$ cat src/rtl/vliw_fetch_unit.sv
// VLIW fetch: bundle-aligned requests, credit-limited to FIFO space, responses buffered in order.
// Latency: request fire at t, response at t+k, bundle_valid at t+k+1; a redirect issues its first new request one cycle later.
// Backpressure: bundle_ready low holds the head bundle; requests stop once FIFO count plus in-flight reaches depth.
// Optional statistics outputs are compiled in with VLIW_FETCH_STATS_EN.

module vliw_fetch_fifo #(
    parameter int  W     = 32,
    parameter int  DEPTH = 4,
    localparam int PW    = (DEPTH > 1) ? $clog2(DEPTH) : 1,
    localparam int CW    = $clog2(DEPTH + 1)
) (
    input  logic          clk,
    input  logic          reset,
    input  logic          push,
    input  logic          pop,
    input  logic          flush,
    input  logic [W-1:0]  din,
    output logic [W-1:0]  dout,
    output logic [CW-1:0] count
);
    logic [W-1:0]  mem_q [DEPTH];
    logic [PW-1:0] wr_ptr_q, wr_ptr_d;
    logic [PW-1:0] rd_ptr_q, rd_ptr_d;
    logic [CW-1:0] count_q, count_d;

    always_comb begin
        wr_ptr_d = wr_ptr_q;
        rd_ptr_d = rd_ptr_q;
        count_d  = count_q;
        if (flush) begin
            wr_ptr_d = '0;
            rd_ptr_d = '0;
            count_d  = '0;
        end else begin
            if (push) wr_ptr_d = wr_ptr_q + PW'(1);
            if (pop)  rd_ptr_d = rd_ptr_q + PW'(1);
            count_d = count_q + CW'(push) - CW'(pop);
        end
    end

    always_ff @(posedge clk or negedge reset) begin
        if (!reset) begin
            wr_ptr_q <= '0;
            rd_ptr_q <= '0;
            count_q  <= '0;
        end else begin
            wr_ptr_q <= wr_ptr_d;
            rd_ptr_q <= rd_ptr_d;
            count_q  <= count_d;
        end
    end

    always_ff @(posedge clk) begin
        if (push && !flush) mem_q[wr_ptr_q] <= din;
    end

    assign dout  = mem_q[rd_ptr_q];
    assign count = count_q;
endmodule

module vliw_fetch_unit #(
    parameter int          SLOTS      = 2,
    parameter int          INSTR_W    = 16,
    parameter int          FIFO_DEPTH = 4,
    parameter logic [31:0] PC_RESET   = 32'h0000_0000,
    parameter logic [31:0] EXC_VECTOR = 32'h0000_0080
) (
    input  logic                     clk,
    input  logic                     reset,
    input  logic                     fetch_en,
    input  logic                     redirect_exc,
    input  logic                     redirect_jump,
    input  logic [31:0]              jump_target,
    input  logic                     redirect_branch,
    input  logic [31:0]              branch_target,
    output logic                     imem_req_valid,
    input  logic                     imem_req_ready,
    output logic [31:0]              imem_addr,
    input  logic                     imem_rsp_valid,
    input  logic [SLOTS*INSTR_W-1:0] imem_rsp_data,
    output logic                     bundle_valid,
    input  logic                     bundle_ready,
    output logic [SLOTS*INSTR_W-1:0] bundle_instr,
    output logic [31:0]              bundle_pc
`ifdef VLIW_FETCH_STATS_EN
    ,
    output logic [31:0]              stat_bundles,
    output logic [31:0]              stat_redirects,
    output logic [31:0]              stat_dropped
`endif
);
    localparam int          DW           = SLOTS * INSTR_W;
    localparam logic [31:0] BUNDLE_BYTES = 32'(DW / 8);
    localparam int          CW           = $clog2(FIFO_DEPTH + 1);

    logic [31:0]   fetch_pc_q, fetch_pc_d;
    logic [31:0]   head_pc_q, head_pc_d;
    logic [CW-1:0] inflight_q, inflight_d;
    logic [CW-1:0] drop_q, drop_d;
    logic [CW-1:0] count;
    logic          redirect_any;
    logic [31:0]   target;
    logic          req_ok, req_fire;
    logic          rsp_discard, push, pop;

    assign redirect_any = redirect_exc | redirect_jump | redirect_branch;
    assign target       = redirect_exc  ? EXC_VECTOR  :
                          redirect_jump ? jump_target : branch_target;

    // Credit rule: every accepted request already owns a FIFO slot.
    assign req_ok   = fetch_en & ~redirect_any &
                      (({1'b0, count} + {1'b0, inflight_q}) < (CW+1)'(FIFO_DEPTH));
    assign req_fire = req_ok & imem_req_ready;

    assign rsp_discard = imem_rsp_valid & (redirect_any | (drop_q != '0));
    assign push        = imem_rsp_valid & ~rsp_discard;
    assign pop         = bundle_valid & bundle_ready;

    vliw_fetch_fifo #(.W(DW), .DEPTH(FIFO_DEPTH)) u_fifo (
        .clk   (clk),
        .reset (reset),
        .push  (push),
        .pop   (pop),
        .flush (redirect_any),
        .din   (imem_rsp_data),
        .dout  (bundle_instr),
        .count (count)
    );

    always_comb begin
        fetch_pc_d = fetch_pc_q;
        head_pc_d  = head_pc_q;
        inflight_d = inflight_q + CW'(req_fire) - CW'(imem_rsp_valid);
        drop_d     = drop_q;
        if (redirect_any) begin
            fetch_pc_d = target;
            head_pc_d  = target;
            // Everything still outstanding after this edge belongs to the old stream.
            drop_d     = inflight_q - CW'(imem_rsp_valid);
        end else begin
            if (req_fire) fetch_pc_d = fetch_pc_q + BUNDLE_BYTES;
            if (pop)      head_pc_d  = head_pc_q + BUNDLE_BYTES;
            if (rsp_discard) drop_d = drop_q - CW'(1);
        end
    end

    always_ff @(posedge clk or negedge reset) begin
        if (!reset) begin
            fetch_pc_q <= PC_RESET;
            head_pc_q  <= PC_RESET;
            inflight_q <= '0;
            drop_q     <= '0;
        end else begin
            fetch_pc_q <= fetch_pc_d;
            head_pc_q  <= head_pc_d;
            inflight_q <= inflight_d;
            drop_q     <= drop_d;
        end
    end

    // The reset term keeps the request quiet even if fetch_en is high during reset.
    assign imem_req_valid = req_ok & reset;
    assign imem_addr      = fetch_pc_q;
    assign bundle_valid   = (count != '0) & ~redirect_any;
    assign bundle_pc      = head_pc_q;

`ifdef VLIW_FETCH_STATS_EN
    logic [31:0] stat_bundles_q, stat_bundles_d;
    logic [31:0] stat_redirects_q, stat_redirects_d;
    logic [31:0] stat_dropped_q, stat_dropped_d;

    always_comb begin
        stat_bundles_d   = stat_bundles_q;
        stat_redirects_d = stat_redirects_q;
        stat_dropped_d   = stat_dropped_q;
        if (pop && stat_bundles_q != '1)            stat_bundles_d   = stat_bundles_q + 32'd1;
        if (redirect_any && stat_redirects_q != '1) stat_redirects_d = stat_redirects_q + 32'd1;
        if (rsp_discard && stat_dropped_q != '1)    stat_dropped_d   = stat_dropped_q + 32'd1;
    end

    always_ff @(posedge clk or negedge reset) begin
        if (!reset) begin
            stat_bundles_q   <= '0;
            stat_redirects_q <= '0;
            stat_dropped_q   <= '0;
        end else begin
            stat_bundles_q   <= stat_bundles_d;
            stat_redirects_q <= stat_redirects_d;
            stat_dropped_q   <= stat_dropped_d;
        end
    end

    assign stat_bundles   = stat_bundles_q;
    assign stat_redirects = stat_redirects_q;
    assign stat_dropped   = stat_dropped_q;
`endif
endmodule

$ cat config.mk
export PLATFORM = sky130hd
export DESIGN_NAME = vliw_fetch_unit
export DESIGN_NICKNAME = d
export VERILOG_FILES = /design/src/rtl/vliw_fetch_unit.sv
export SDC_FILE = /design/constraint.sdc
export NUM_CORES = 1
export LEC_CHECK = 0
export BUFFER_PORTS_ARGS = -buffer_cell sky130_fd_sc_hd__buf_2
export CAP_MARGIN = 0
export CORE_ASPECT_RATIO = 2
export CORE_MARGIN = 3
export CORE_UTILIZATION = 57
export CTS_BUF_LIST = sky130_fd_sc_hd__clkbuf_4
export DETAILED_ROUTE_END_ITERATION = 7
export PLACE_DENSITY = 0.82
export SLEW_MARGIN = 20
export SYNTH_ARGS = -nofsm -noshare
export SYNTH_HDL_FRONTEND = slang
export SYNTH_HIERARCHICAL = 1
export SYNTH_SLANG_ARGS = --single-unit
$ cat constraint.sdc
create_clock -name clk -period 3.4 [get_ports clk]
set_input_delay 0.34 -clock clk [delete_from_list [all_inputs] [get_ports clk]]
set_output_delay 0.34 -clock clk [all_outputs]
set_load 0.03 [all_outputs]
---- Word level (Yosys, flattened, before mapping) ----
Memory sizes are Yosys's and may differ from the RTL's.
Cells that the tools add are included.
word-level totals
  flip-flop bits (word level) ............. 77
  bits in latches ......................... 0
  bits in writable memories ............... 128
  ROM bits ................................ 0
  output and inout bits ................... 98
  logic and storage cells ................. 56
  memories ................................ 1
operators by class
  add/sub/neg operators ................... 11
  multiply operators ...................... 0
  div/mod/pow operators ................... 0
  $lt $le $gt $ge ......................... 1
  equality and inequality tests ........... 0
  shift-type cells ........................ 0
  multiplexer cells ....................... 15
  bitwise logic cells ..................... 13
  reduce and logical (&&, ||, !) cells .... 8
memory list
  memory        depth  bits a word  read ports  clocked after Yosys merged registers in  wr ports  RTL line  text
  u_fifo.mem_q  4      32           1           0                                        1         21        logic [W-1:0] mem_q [DEPTH];
operators with widths
  cell                   number
  $mux 32                6
  $add 32x3->32 const B  2
  $mux 3                 3
  $sub 3x1->3            3
  $and 1x1->1            8
  $mux 2                 4
  $reduce_bool 2->1      4
  $add 3x1->3            2
  $reduce_bool 3->1      2
  $add 2x1->2 const B    2
  $add 3x3->4            1
  $lt 4x3->1 const B     1
  $or 1x1->1             3
  $sub 3x1->3 const B    1
  $mux 1                 2
  $not 1->1              2
  $logic_and 1x1->1      1
  $logic_not 1->1        1

---- Longest topological paths before layout ----
Gate-level depths: netlist of the first run.
  depth in word-level cells ............... 9
  depth in mapped cells ................... 14
  gate-level depth less buffers ........... 12

---- Modules after synthesis ----
The synthesis of the first run kept the hierarchy.
by module, submodules not included
  module           instances  cells an instance  area each (µm²)  sequential area each (µm²)
  vliw_fetch_fifo  1          205                5,091.1          4,018.9
  vliw_fetch_unit  1          535                4,580.6          1,701.6

---- Worst setup path before layout of the first run ----
OpenSTA, ideal clock, no wires.
  kind .................................... input -> register
  from .................................... input redirect_jump
  to ...................................... memory u_fifo.mem_q[0][0] (enable)
  arrival time ............................ 3,017 ps
  setup slack ............................. -9 ps
  cell stages on the path ................. 8
  path buffers ............................ 3
  path through ............................ buf_2 -> nor3_1 -> inv_1 -> clkbuf_1 -> clkbuf_1 -> nor4b_1 -> nor2b_1 -> and2_1
on the way
  word-level cells in the longest chain between the ends .. 9
ends and longest elaborated chain
  item                          RTL line  text
  from (decl)                   72        input logic redirect_jump,
  $or 1x1->1 (2 in a row)       106       assign redirect_any = redirect_exc | redirect_jump | redirect_branch;
  $or 1x1->1                    115       assign rsp_discard = imem_rsp_valid & (redirect_any | (drop_q != '0));
  $and 1x1->1                   115
  $not 1->1                     116       assign push = imem_rsp_valid & ~rsp_discard;
  $and 1x1->1                   116
  named net push                104       logic rsp_discard, push, pop;
  $logic_and 1x1->1             54        if (push && !flush) mem_q[wr_ptr_q] <= din;
  $mux 1                        54
  $mux 1 (implied by the code)  54
  to (decl)                     21
The timed path passes the listed nets, and every way through them passes these cells.

---- Worst setup path after layout of the first run ----
  from .................................... register u_fifo.rd_ptr_q[0]
  to ...................................... output bundle_instr[3]
on the way
  word-level cells in the longest chain between the ends .. 1
ends and longest elaborated chain
  item                    RTL line  text
  from (decl)             23        logic [PW-1:0] rd_ptr_q, rd_ptr_d;
  from (signal assigned)  48        rd_ptr_q <= rd_ptr_d;
  $mem_v2 4x32            --
  to (decl)               83        output logic [SLOTS*INSTR_W-1:0] bundle_instr,
Every way passes these cells.

==> flow_summary_export.csv, run 1 <==
group,metric,value,unit
detailed_routing,drc,0,
power_and_ir_drop,leakage,4.96,nW
place,dp_hpwl,17700,um
timing,setup_viol,0,
cts,clockBufferDepth,3,
detailed_routing,drtIter0Drc,373,
cts,cts_tree,"built",
yosys,ys_ff_latch,203,
grt,first_global_vias,7806,
place,place_congestion,0.954,
place,port_buffers,202,
timing,setup_tns,0,ns
grt,grt_antenna_before_repair,2,
hold_path,worstHoldPathCells,2,
setup_path,rr_endpoint,"inflight_q[2]$_DFF_PN0_",
grt,grt_max_degree,53,
yosys,yosysWarnings,6,
timing,rsz0062_at_grt,"false",
power_and_ir_drop,p_sw_share,27.1,%
cts,clock_sinks,203,
floorplanning,die_x,98.1,um
floorplanning,core_area,0.0164,mm2
floorplanning,die_h,190,um
place,dp_cells,1126,
yosys,synth_top_area_cell,"edfxtp_1",
detailed_routing,vias_per_cell,6.05,
power_and_ir_drop,p_int,3.76,mW
setup_path,critPathKind,"reg -> out",
grt,grt_pass1_wl,39700,um
yosys,synthArstFlopShare,36.9,%
setup_path,crit_path_max_fanout,19,
detailed_routing,dr.pass1.iters,5,
grt,grtUsageTotal,26.9,%
run_status,status,"completed",
timing,fin_crit_sh,81.8,%
cts,htree_levels,2,
cts,post_cts_buffers,0,
setup_path,crit_path_start_kind,"flip-flop",
cts,insertion_delay,0.61,ns
setup_path,required,3.06,ns
yosys,synth_top_area_share,39.7,%
yosys,synth_cell_types,64,
grt,grt_overflow,0,
setup_path,cp.arrival,2.44,ns
timing,relSlewSlack,47.9,%
power_and_ir_drop,power_frac_comb,13.0,%
setup_path,reg2reg_depth,10,
yosys,synthTopCellsByArea,"edfxtp_1, dfrtp_1, mux4_2",
yosys,syn-num-nets,863,
job,drv_cap,0,
yosys,synth_ff_type,"edfxtp_1",
detailed_routing,vias,7481,
yosys,synthCells,740,
detailed_routing,antenna_left,0,
detailed_routing,wl_per_cell,20.2,um
cells_and_area,syn2layout_area_growth,22.0,%
power_and_ir_drop,powerDensity,437,mW/mm2
yosys,ys_seq_area_share,59.1,%
detailed_routing,routed_wl,25000,um
power_and_ir_drop,power.share.clock,32.7,%
yosys,syn_avg_cell_area,13.1,um2
timing,fmax,0.360,GHz
setup_path,ff2ff_setup_slack,0.63,ns
timing,finalClockSkew,0.0383,ns
power_and_ir_drop,seqPwrFrac,54.3,%
cells_and_area,finalNonFillerCells,1237,
setup_path,cp-end-kind,"primary output",
timing,hold_ws,0.0558,ns
power_and_ir_drop,ir_worst_vdd,0.224,mV
cts,cts_resized,0,
cts,cts_made_buffers,43,
hold_path,hp-start,"redirect_exc",
power_and_ir_drop,p_sw,1.40,mW
cells_and_area,drive_gt1_share,33.4,%
timing,hold_viol_final,0,
timing,min_period,2.78,ns
timing,slew_viol_final,0,
cts,cts-root-buf,"clkbuf_4",
floorplanning,rows,66,
hold_path,hold_class,"in -> reg",
floorplanning,design.die.area,0.0187,mm2
hold_path,worstHoldEndpoint,"imem_addr[0]$_DFFE_PN0P_",
floorplanning,io_pins,203,
yosys,synth-edff-count,128,
yosys,syn-cell-area,0.00967,mm2
floorplanning,initial_utilization,58.9,%
cts,path_clk_slew,0.07,ns
cells_and_area,finalNetCount,1125,
setup_path,r2r_start,"inflight_q[2]$_DFF_PN0_",
timing,tightest_slew,0.779,ns
==> how the worst max path moves through the flow <==
stage | start | end | slack [ns] | depth (start not counted)
final | u_fifo/rd_ptr_q[0]$_DFFE_PN0P_ | bundle_instr[3] | 0.62 | 3
after global routing | inflight_q[2]$_DFF_PN0_ | inflight_q[2]$_DFF_PN0_ | 0.39 | 10
after CTS | u_fifo/rd_ptr_q[0]$_DFFE_PN0P_ | bundle_instr[3] | 0.57 | 3
after detailed placement | inflight_q[2]$_DFF_PN0_ | inflight_q[2]$_DFF_PN0_ | 0.63 | 10
after global placement | redirect_exc | u_fifo/count[2]$_DFF_PN0_ | 0.72 | 13
after floorplan | redirect_jump | u_fifo/count[2]$_DFF_PN0_ | 0.14 | 14
==> synth_stat cells (all sizes together), types with 5 or more instances <==
master	instances
mux2	13
and4	10
a211oi	6
mux4	32
and3	10
inv	19
nand4	17
nor2	65
a41o	5
clkbuf	21
a31oi	14
o21ai	27
nand3	21
a2bb2oi	5
nand3b	6
o22a	17
ha	16
nand2	49
buf	20
o22ai	5
xnor2	12
a41oi	5
nor3	8
edfxtp	128
mux2i	13
a21oi	63
dfrtp	75
and2	9
nor4	8
==> power by group through the flow <==
| stage | registers, mW | logic, mW | clock network [mW] |
|---|---|---|---|
| after floorplan | 2.91 | 0.316 | 0 |
| after global placement | 2.85 | 0.617 | 0 |
| after detailed placement | 2.85 | 0.637 | 0 |
| after CTS | 2.80 | 0.671 | 1.73 |
| after global routing | 2.81 | 0.740 | 1.87 |
| final | 2.80 | 0.670 | 1.69 |
==> layout by cell type (no fill, tap or decap), drive strengths merged, types with 6 or more instances in the layout <==
cell         count
buf            223
edfxtp         128
dfrtp           75
nor2            65
a21oi           63
clkbuf          56
nand2           49
dlygate4sd3     35
mux4            32
o21ai           27
nand3           21
inv             20
o22a            17
nand4           17
ha              16
clkinv          16
a31oi           14
mux2i           13
mux2            13
xnor2           12
and3            10
and4            10
and2             9
nor3             8
nor4             8
a211oi           6
nand3b           6
==> what timing repair did <==
action | in CTS | in global routing
endpoints found under the setup margin | 0 | 0
hold endpoints to repair | 205 | 0
hold buffers | 35 | 0
==> flip-flops by register name, indices dropped and copies added, names as in the netlist <==
| signal | count |
|---|---|
| u_fifo/rd_ptr_q | 2 |
| u_fifo/wr_ptr_q | 2 |
| u_fifo/mem_q | 128 |
| u_fifo/count | 3 |
| inflight_q | 3 |
| imem_addr | 32 |
| drop_q | 3 |
| bundle_pc | 30 |
==> logic make-up (layout without fill, tap and decap cells) <==
| logic type | after synthesis | after routing | share of synthesized area, % |
|---|---|---|---|
| compound gates | 169 | 169 | 11.3 |
| fa+ha+maj | 18 | 18 | 2.48 |
| mux | 58 | 58 | 10.5 |
| buf+inv | 60 | 352 | 3.12 |
| other cells | 0 | 1 | 0 |
| flops | 203 | 203 | 59.1 |
| xor+xnor | 17 | 17 | 1.68 |
| simple gates | 215 | 215 | 11.8 |
==> through the flow <==
step           util, %  area (um2)  power, mW  worst slack, ns
2_1_floorplan        -        9680       3.23            0.140
3_3_place_gp      66.6       10900       3.46            0.718
3_5_place_dp      66.6       10900       3.48            0.632
4_1_cts           71.8       11800       5.20            0.570
5_1_grt           71.8       11800       5.42            0.391
6_report          71.8       11800       5.15            0.620
==> worst max-delay path, stage by stage, from the launching register on <==
cell	delay (ns)
dfrtp_2	0.74
buf_12	0.27
mux4_1	0.60
buf_2	0.21
==> routing by layer <==
metal	routed length, um	part of all wire (%)	vias to the layer above	global-route usage, %
li1	-	-	3419	-
met1	8500	34	3643	29.6
met2	13500	54	342	48.5
met3	1670	6.7	75	4.61
met4	1350	5.4	2	14.7
met5	20	0.080	-	0
==> area by class of cell <==
class | instances | area, um2
Tap cell | 204 | 255
Timing Repair Buffer | 258 | 1580
Clock buffer | 56 | 420
Multi-Input combinational cell | 477 | 3660
Fill cell | 1166 | 4640
Clock inverter | 19 | 85.1
Sequential cell | 203 | 5720
Antenna cell | 1 | 2.50
Inverter | 19 | 71.3
No activity file was read; power rests on OpenSTA's default activity.
==> run 2: changes to the inputs <==
Settings changed: ABC_AREA from default to 1, CORE_UTILIZATION 57 to 58.
Clock period 3.4 ns to 2.65 ns, I/O delays scaled along.
==> flow_summary_export.csv, run 2 <==
group,metric,value,unit
run_status,status,"completed",
yosys,ys_seq_area_share,52.3,%
timing,rsz0062_at_grt,"false",
grt,first_global_vias,9923,
timing,worst_slack,0.230,ns
floorplanning,design.die.area,0.0207,mm2
power_and_ir_drop,total_power,7.01,mW
yosys,synthArstFlopShare,36.9,%
timing,fin_crit_sh,91.3,%
cts,clockBufferDepth,3,
cells_and_area,design_area,0.0131,mm2
power_and_ir_drop,leakage,6.25,nW
setup_path,critPathMostFrequentCell,"nand2_1",
timing,min_period,2.42,ns
detailed_routing,dr.pass1.iters,5,
setup_path,max_stage_delay,0.43,ns
floorplanning,core_area,0.0184,mm2
grt,grtUsageTotal,28.0,%
cells_and_area,finalNetCount,1697,
cts,cts-root-buf,"clkbuf_4",
timing,setup_tns,0,ns
setup_path,required,2.38,ns
cts,htree_levels,2,
setup_path,crit_buf_inv,3,
place,port_buffers,202,
hold_path,hold_class,"in -> reg",
cts,clock_sinks,203,
place,dp_slack,0.295,ns
setup_path,rr_endpoint,"inflight_q[2]$_DFF_PN0_",
floorplanning,die_h,200,um
timing,slew_viol_final,0,
detailed_routing,wl_per_cell,16.0,um
yosys,syn_avg_cell_area,8.30,um2
setup_path,r2r_start,"inflight_q[2]$_DFF_PN0_",
hold_path,worstHoldPathCells,5,
cts,insertion_delay,0.66,ns
detailed_routing,antenna_left,0,
setup_path,cp.arrival,2.15,ns
yosys,synth_top_area_share,35.1,%
yosys,synth_top_area_cell,"edfxtp_1",
place,place_area,0.0122,mm2
yosys,synth_cell_types,43,
job,drv_cap,0,
timing,fmax,0.413,GHz
place,dp_cells,1707,
setup_path,critPathKind,"reg -> out",
setup_path,ff2ff_setup_slack,0.26,ns
timing,tightest_slew,0.579,ns
grt,grt_antenna_before_repair,2,
cells_and_area,syn2layout_area_growth,19.3,%
detailed_routing,vias_per_cell,5.43,
setup_path,reg2reg_depth,10,
hold_path,worstHoldEndpoint,"imem_addr[3]$_DFFE_PN0P_",
timing,relSlewSlack,61.3,%
cells_and_area,drive_gt1_share,19.7,%
detailed_routing,drtIter0Drc,404,
cts,cts_made_buffers,44,
detailed_routing,vias,9891,
yosys,synth-edff-count,128,
place,place_congestion,1.03,
hold_path,hp-start,"branch_target[3]",
setup_path,critical-path-top-delay-family,"buffers and inverters",
power_and_ir_drop,ir_worst_vdd,0.273,mV
yosys,yosysWarnings,6,
cells_and_area,layout_common_cells,"nand2_1, buf_2, inv_1",
yosys,synth_most_common_cell,"nand2_1",
timing,setup_viol,0,
grt,grt_overflow,0,
floorplanning,initial_utilization,59.5,%
yosys,yosys-top-cells-count,"nand2_1, inv_1, edfxtp_1",
place,dp_hpwl,20500,um
cells_and_area,regMostFlops,"u_fifo/mem_q",
yosys,synthTopCellsByArea,"edfxtp_1, dfrtp_1, nand2_1",
cells_and_area,largest_reg_flops,128,
yosys,syn-cell-area,0.0109,mm2
grt,grt_pass1_wl,45400,um
cells_and_area,final_common_cell,"nand2_1",
setup_path,crit_path_max_fanout,92,
setup_path,cp-end-kind,"primary output",
detailed_routing,routed_wl,29100,um
floorplanning,die_x,103,um
setup_path,crit_path_start_kind,"flip-flop",
timing,hold_viol_final,0,
setup_path,crit_chain,"clkinv_4 > buf_12 > nand2_1 > o211ai_1 > nand2_1 > buf_2",
yosys,synth_ff_type,"edfxtp_1",
setup_path,crit_path_top_delay_cell,"dfrtp_1",
grt,grt_max_degree,93,
power_and_ir_drop,powerDensity,537,mW/mm2
cts,path_clk_slew,0.08,ns
yosys,syn-num-nets,1442,
cells_and_area,finalNonFillerCells,1822,
floorplanning,rows,70,
yosys,ys_ff_latch,203,
timing,finalClockSkew,0.0566,ns
cts,cts_tree,"built",
floorplanning,io_pins,203,
detailed_routing,drc,0,
yosys,synthCells,1319,
[run 2: cell families after synthesis]
group | count (synthesis) | share of synthesized area (%)
AOI/OAI and AO/OA | 188 | 10.7
adders and majority gates | 18 | 2.19
buffers and inverters | 238 | 9.86
muxes | 2 | 0.183
DFF | 203 | 52.3
and+or+nand+nor | 666 | 24.5
xor gates and xnor gates | 4 | 0.320
[run 2: cell type report]
cell class | count | area (um2)
Antenna cell | 1 | 2.50
Clock buffer | 61 | 458
Clock inverter | 16 | 71.3
Fill cell | 1442 | 5330
Inverter | 184 | 696
Multi-Input combinational cell | 878 | 4180
Sequential cell | 203 | 5720
Tap cell | 216 | 270
Timing Repair Buffer | 263 | 1660
[run 2: routing by layer]
layer | vias to the layer above | track usage [%] | wire length [um]
met5 | - | 0 | 7
met4 | 2 | 20.0 | 2070
met3 | 132 | 5.19 | 1720
met2 | 422 | 50.9 | 15600
met1 | 4522 | 26.4 | 9710
li1 | 4813 | - | -
[run 2: report_power, final]
group	leakage [nW]	internal [mW]	switching, mW	total [mW]
Clock	0.310	1.07	1.21	2.29
Sequential	2.12	3.50	0.163	3.67
Combinational	3.82	0.390	0.666	1.06
[run 2: timing repair]
action,CTS,global route
hold buffers,37,0
endpoints found under the hold margin,205,0
resized for setup,1,0
endpoints found under the setup margin,9,0
buffers inserted,0,0
[run 2: worst max-delay path by stage]
stage | startpoint | endpoint | slack [ns] | depth (start not counted)
after floorplan | redirect_jump | u_fifo/mem_q[0][0]$_DFFE_PP_ | -0.48 | 8
after global placement | inflight_q[2]$_DFF_PN0_ | inflight_q[2]$_DFF_PN0_ | 0.32 | 10
after detailed placement | inflight_q[2]$_DFF_PN0_ | inflight_q[2]$_DFF_PN0_ | 0.29 | 10
after CTS | u_fifo/rd_ptr_q[0]$_DFFE_PN0P_ | bundle_instr[24] | 0.15 | 6
after global routing | u_fifo/rd_ptr_q[0]$_DFFE_PN0P_ | bundle_instr[25] | 0.01 | 6
final | u_fifo/rd_ptr_q[0]$_DFFE_PN0P_ | bundle_instr[29] | 0.23 | 6
[run 2: worst min-delay path, cell delays in order]
cell and delay [ns]:
buf_2 0.09, nand2_1 0.05, nand2_1 0.04, nand2_1 0.08, a31oi_1 0.08
[run 2: through the flow]
step	hold slack, ns	utilization (%)
global route	0.0417	71.0
CTS	0.00399	71.0
global placement	0.170	66.1
detailed placement	0.175	66.1
finish	0.0580	71.0
floorplan	-0.0306	-
==> run 3: changes to the inputs <==
Settings changed: CORE_UTILIZATION 58 to 56, CTS_BUF_LIST sky130_fd_sc_hd__clkbuf_4 to default, PLACE_DENSITY 0.82 to 0.79.
==> flow_summary_export.csv, run 3 (same netlist as run 2, synthesis figures left out) <==
group,metric,value,unit
place,place_congestion,0.989,
power_and_ir_drop,seqPwrFrac,48.8,%
cells_and_area,syn2layout_area_growth,19.6,%
cts,cts_made_buffers,19,
setup_path,crit_buf_inv,2,
timing,setup_tns,0,ns
timing,rsz0062_at_grt,"false",
setup_path,critPathMostFrequentCell,"ha_1",
detailed_routing,drtIter0Drc,663,
setup_path,cp-end-kind,"flip-flop",
setup_path,crit_chain,"ha_1 > inv_1 > nand3_1 > nand3b_2 > ha_1 > inv_1 > ha_1 > fa_1 > xnor2_1 > xor2_1",
cells_and_area,utilization,68.9,%
timing,relSlewSlack,43.3,%
cts,cts-root-buf,"clkbuf_16",
grt,grtUsageTotal,26.8,%
detailed_routing,vias,9620,
cells_and_area,largest_reg_flops,128,
floorplanning,initial_utilization,57.6,%
floorplanning,io_pins,203,
setup_path,crit_path_start_kind,"flip-flop",
cts,insertion_delay,0.49,ns
run_status,status,"completed",
timing,finalClockSkew,0.0165,ns
detailed_routing,drc,0,
timing,fmax,0.417,GHz
power_and_ir_drop,p_int,5.51,mW
setup_path,crit_path_top_delay_cell,"dfrtp_1",
floorplanning,rows,71,
timing,slew_viol_final,0,
cts,cts_tree,"built",
cts,clockBufferDepth,3,
setup_path,worstSetupStartpoint,"inflight_q[2]$_DFF_PN0_",
setup_path,cp.arrival,2.81,ns
timing,setup_viol,0,
floorplanning,die_x,105,um
power_and_ir_drop,p_sw_share,26.6,%
timing,worst_slack,0.251,ns
setup_path,required,3.06,ns
cts,post_cts_buffers,0,
place,dp_slack,0.254,ns
power_and_ir_drop,leakage,6.21,nW
detailed_routing,vias_per_cell,5.32,
timing,fin_crit_sh,90.5,%
setup_path,r2r_start,"inflight_q[2]$_DFF_PN0_",
place,place_area,0.0121,mm2
cells_and_area,layout_common_cells,"nand2_1, buf_2, inv_1",
setup_path,critPathKind,"reg -> reg",
cts,path_clk_slew,0.07,ns
grt,grt_max_degree,79,
setup_path,ff2ff_setup_slack,0.25,ns
grt,grt_overflow,0,
power_and_ir_drop,ir_worst_vdd,0.588,mV
power_and_ir_drop,powerDensity,573,mW/mm2
grt,grt_antenna_before_repair,0,
place,port_buffers,202,
hold_path,hold_class,"in -> reg",
detailed_routing,routed_wl,29300,um
cells_and_area,drive_gt1_share,18.0,%
setup_path,crit_cells,10,
setup_path,crit_path_max_fanout,3,
floorplanning,core_area,0.0190,mm2
detailed_routing,antenna_left,0,
cts,htree_levels,1,
timing,hold_viol_final,0,
setup_path,max_stage_delay,0.42,ns
place,dp_hpwl,21000,um
job,drv_cap,0,
cells_and_area,final_common_cell,"nand2_1",
setup_path,rr_endpoint,"inflight_q[2]$_DFF_PN0_",
cts,clock_sinks,203,
cells_and_area,diodes,0,
timing,tightest_slew,0.850,ns
setup_path,worstSetupEndpoint,"inflight_q[2]$_DFF_PN0_",
power_and_ir_drop,p_sw,2.00,mW
floorplanning,design.die.area,0.0214,mm2
cells_and_area,design_area,0.0131,mm2
floorplanning,die_h,204,um
grt,grt_pass1_wl,45900,um
detailed_routing,dr.pass1.iters,5,
cells_and_area,regMostFlops,"u_fifo/mem_q",
timing,min_period,2.40,ns
setup_path,critical-path-top-delay-family,"adder cells",
setup_path,reg2reg_depth,10,
grt,first_global_vias,9533,
power_and_ir_drop,power.share.clock,37.3,%
cells_and_area,finalNetCount,1666,
power_and_ir_drop,power_frac_comb,13.9,%
detailed_routing,wl_per_cell,16.2,um
[run 3: changes by cell type in the layout (fill, tap and decap cells not counted), sizes merged]
| cell | previous run | this run |
|---|---|---|
| clkinv | 15 | 4 |
| bufinv | 0 | 3 |
| dlygate4sd3 | 37 | 31 |
| inv | 183 | 186 |
| diode | 1 | 0 |
| clkbuf | 61 | 21 |
[run 3: per-stage QoR]
step | hold slack [ns] | instances | power, mW
final | 0.0142 | 1809 | 7.51
after floorplan | -0.0306 | 1319 | 4.34
after CTS | 0.000804 | 1808 | 7.58
after global routing | 0.00367 | 1809 | 7.81
after global placement | 0.133 | 1746 | 4.71
after detailed placement | 0.129 | 1746 | 4.73
[run 3: area by class of cell]
class | count | area, um2
inverter | 184 | 693
sequential | 203 | 5720
fill | 1512 | 5920
clock buffer | 21 | 483
timing repair buffer | 257 | 1540
multi-input combinational | 878 | 4180
tap | 255 | 319
clock inverter | 11 | 154
[run 3: layer usage]
metal	vias up	share of wire, %	track usage (%)
met5	-	0	0
met4	0	5.4	15.2
met3	87	5.0	3.07
met2	348	55	52.3
met1	4465	35	27.0
li1	4720	-	-
[run 3: timing repair]
action / in CTS / in global routing
hold endpoints to repair: 122 / 2
resized for setup: 0 / 1
hold buffers: 30 / 1
setup endpoints to repair: 0 / 16
[run 3: worst reg2reg max path, stage by stage, from the launching register on]
cell      delay [ns]
dfrtp_1         0.42
ha_1            0.30
inv_1           0.05
nand3_1         0.08
nand3b_2        0.24
ha_1            0.28
inv_1           0.04
ha_1            0.19
fa_1            0.38
xnor2_1         0.19
xor2_1          0.16
[run 3: how the worst min path moves through the flow]
stage                               endpoint  cells past startpoint  slack [ns]              start
6_report        u_fifo/mem_q[2][8]$_DFFE_PP_                      1        0.01   imem_rsp_data[8]
5_1_grt         u_fifo/mem_q[2][8]$_DFFE_PP_                      1       0.004   imem_rsp_data[8]
4_1_cts        u_fifo/mem_q[2][21]$_DFFE_PP_                      1      0.0008  imem_rsp_data[21]
3_5_place_dp       imem_addr[29]$_DFFE_PN0P_                      1        0.13              reset
3_3_place_gp       imem_addr[29]$_DFFE_PN0P_                      1        0.13              reset
2_1_floorplan      bundle_pc[10]$_DFFE_PN0P_                      0       -0.03              reset
[run 3: power groups by stage]
stage | combinational (mW) | clock, mW | sequential [mW]
floorplan | 0.484 | 0 | 3.86
global placement | 0.985 | 0 | 3.72
detailed placement | 1.00 | 0 | 3.73
CTS | 1.05 | 2.87 | 3.66
global route | 1.17 | 2.96 | 3.68
finish | 1.04 | 2.80 | 3.66
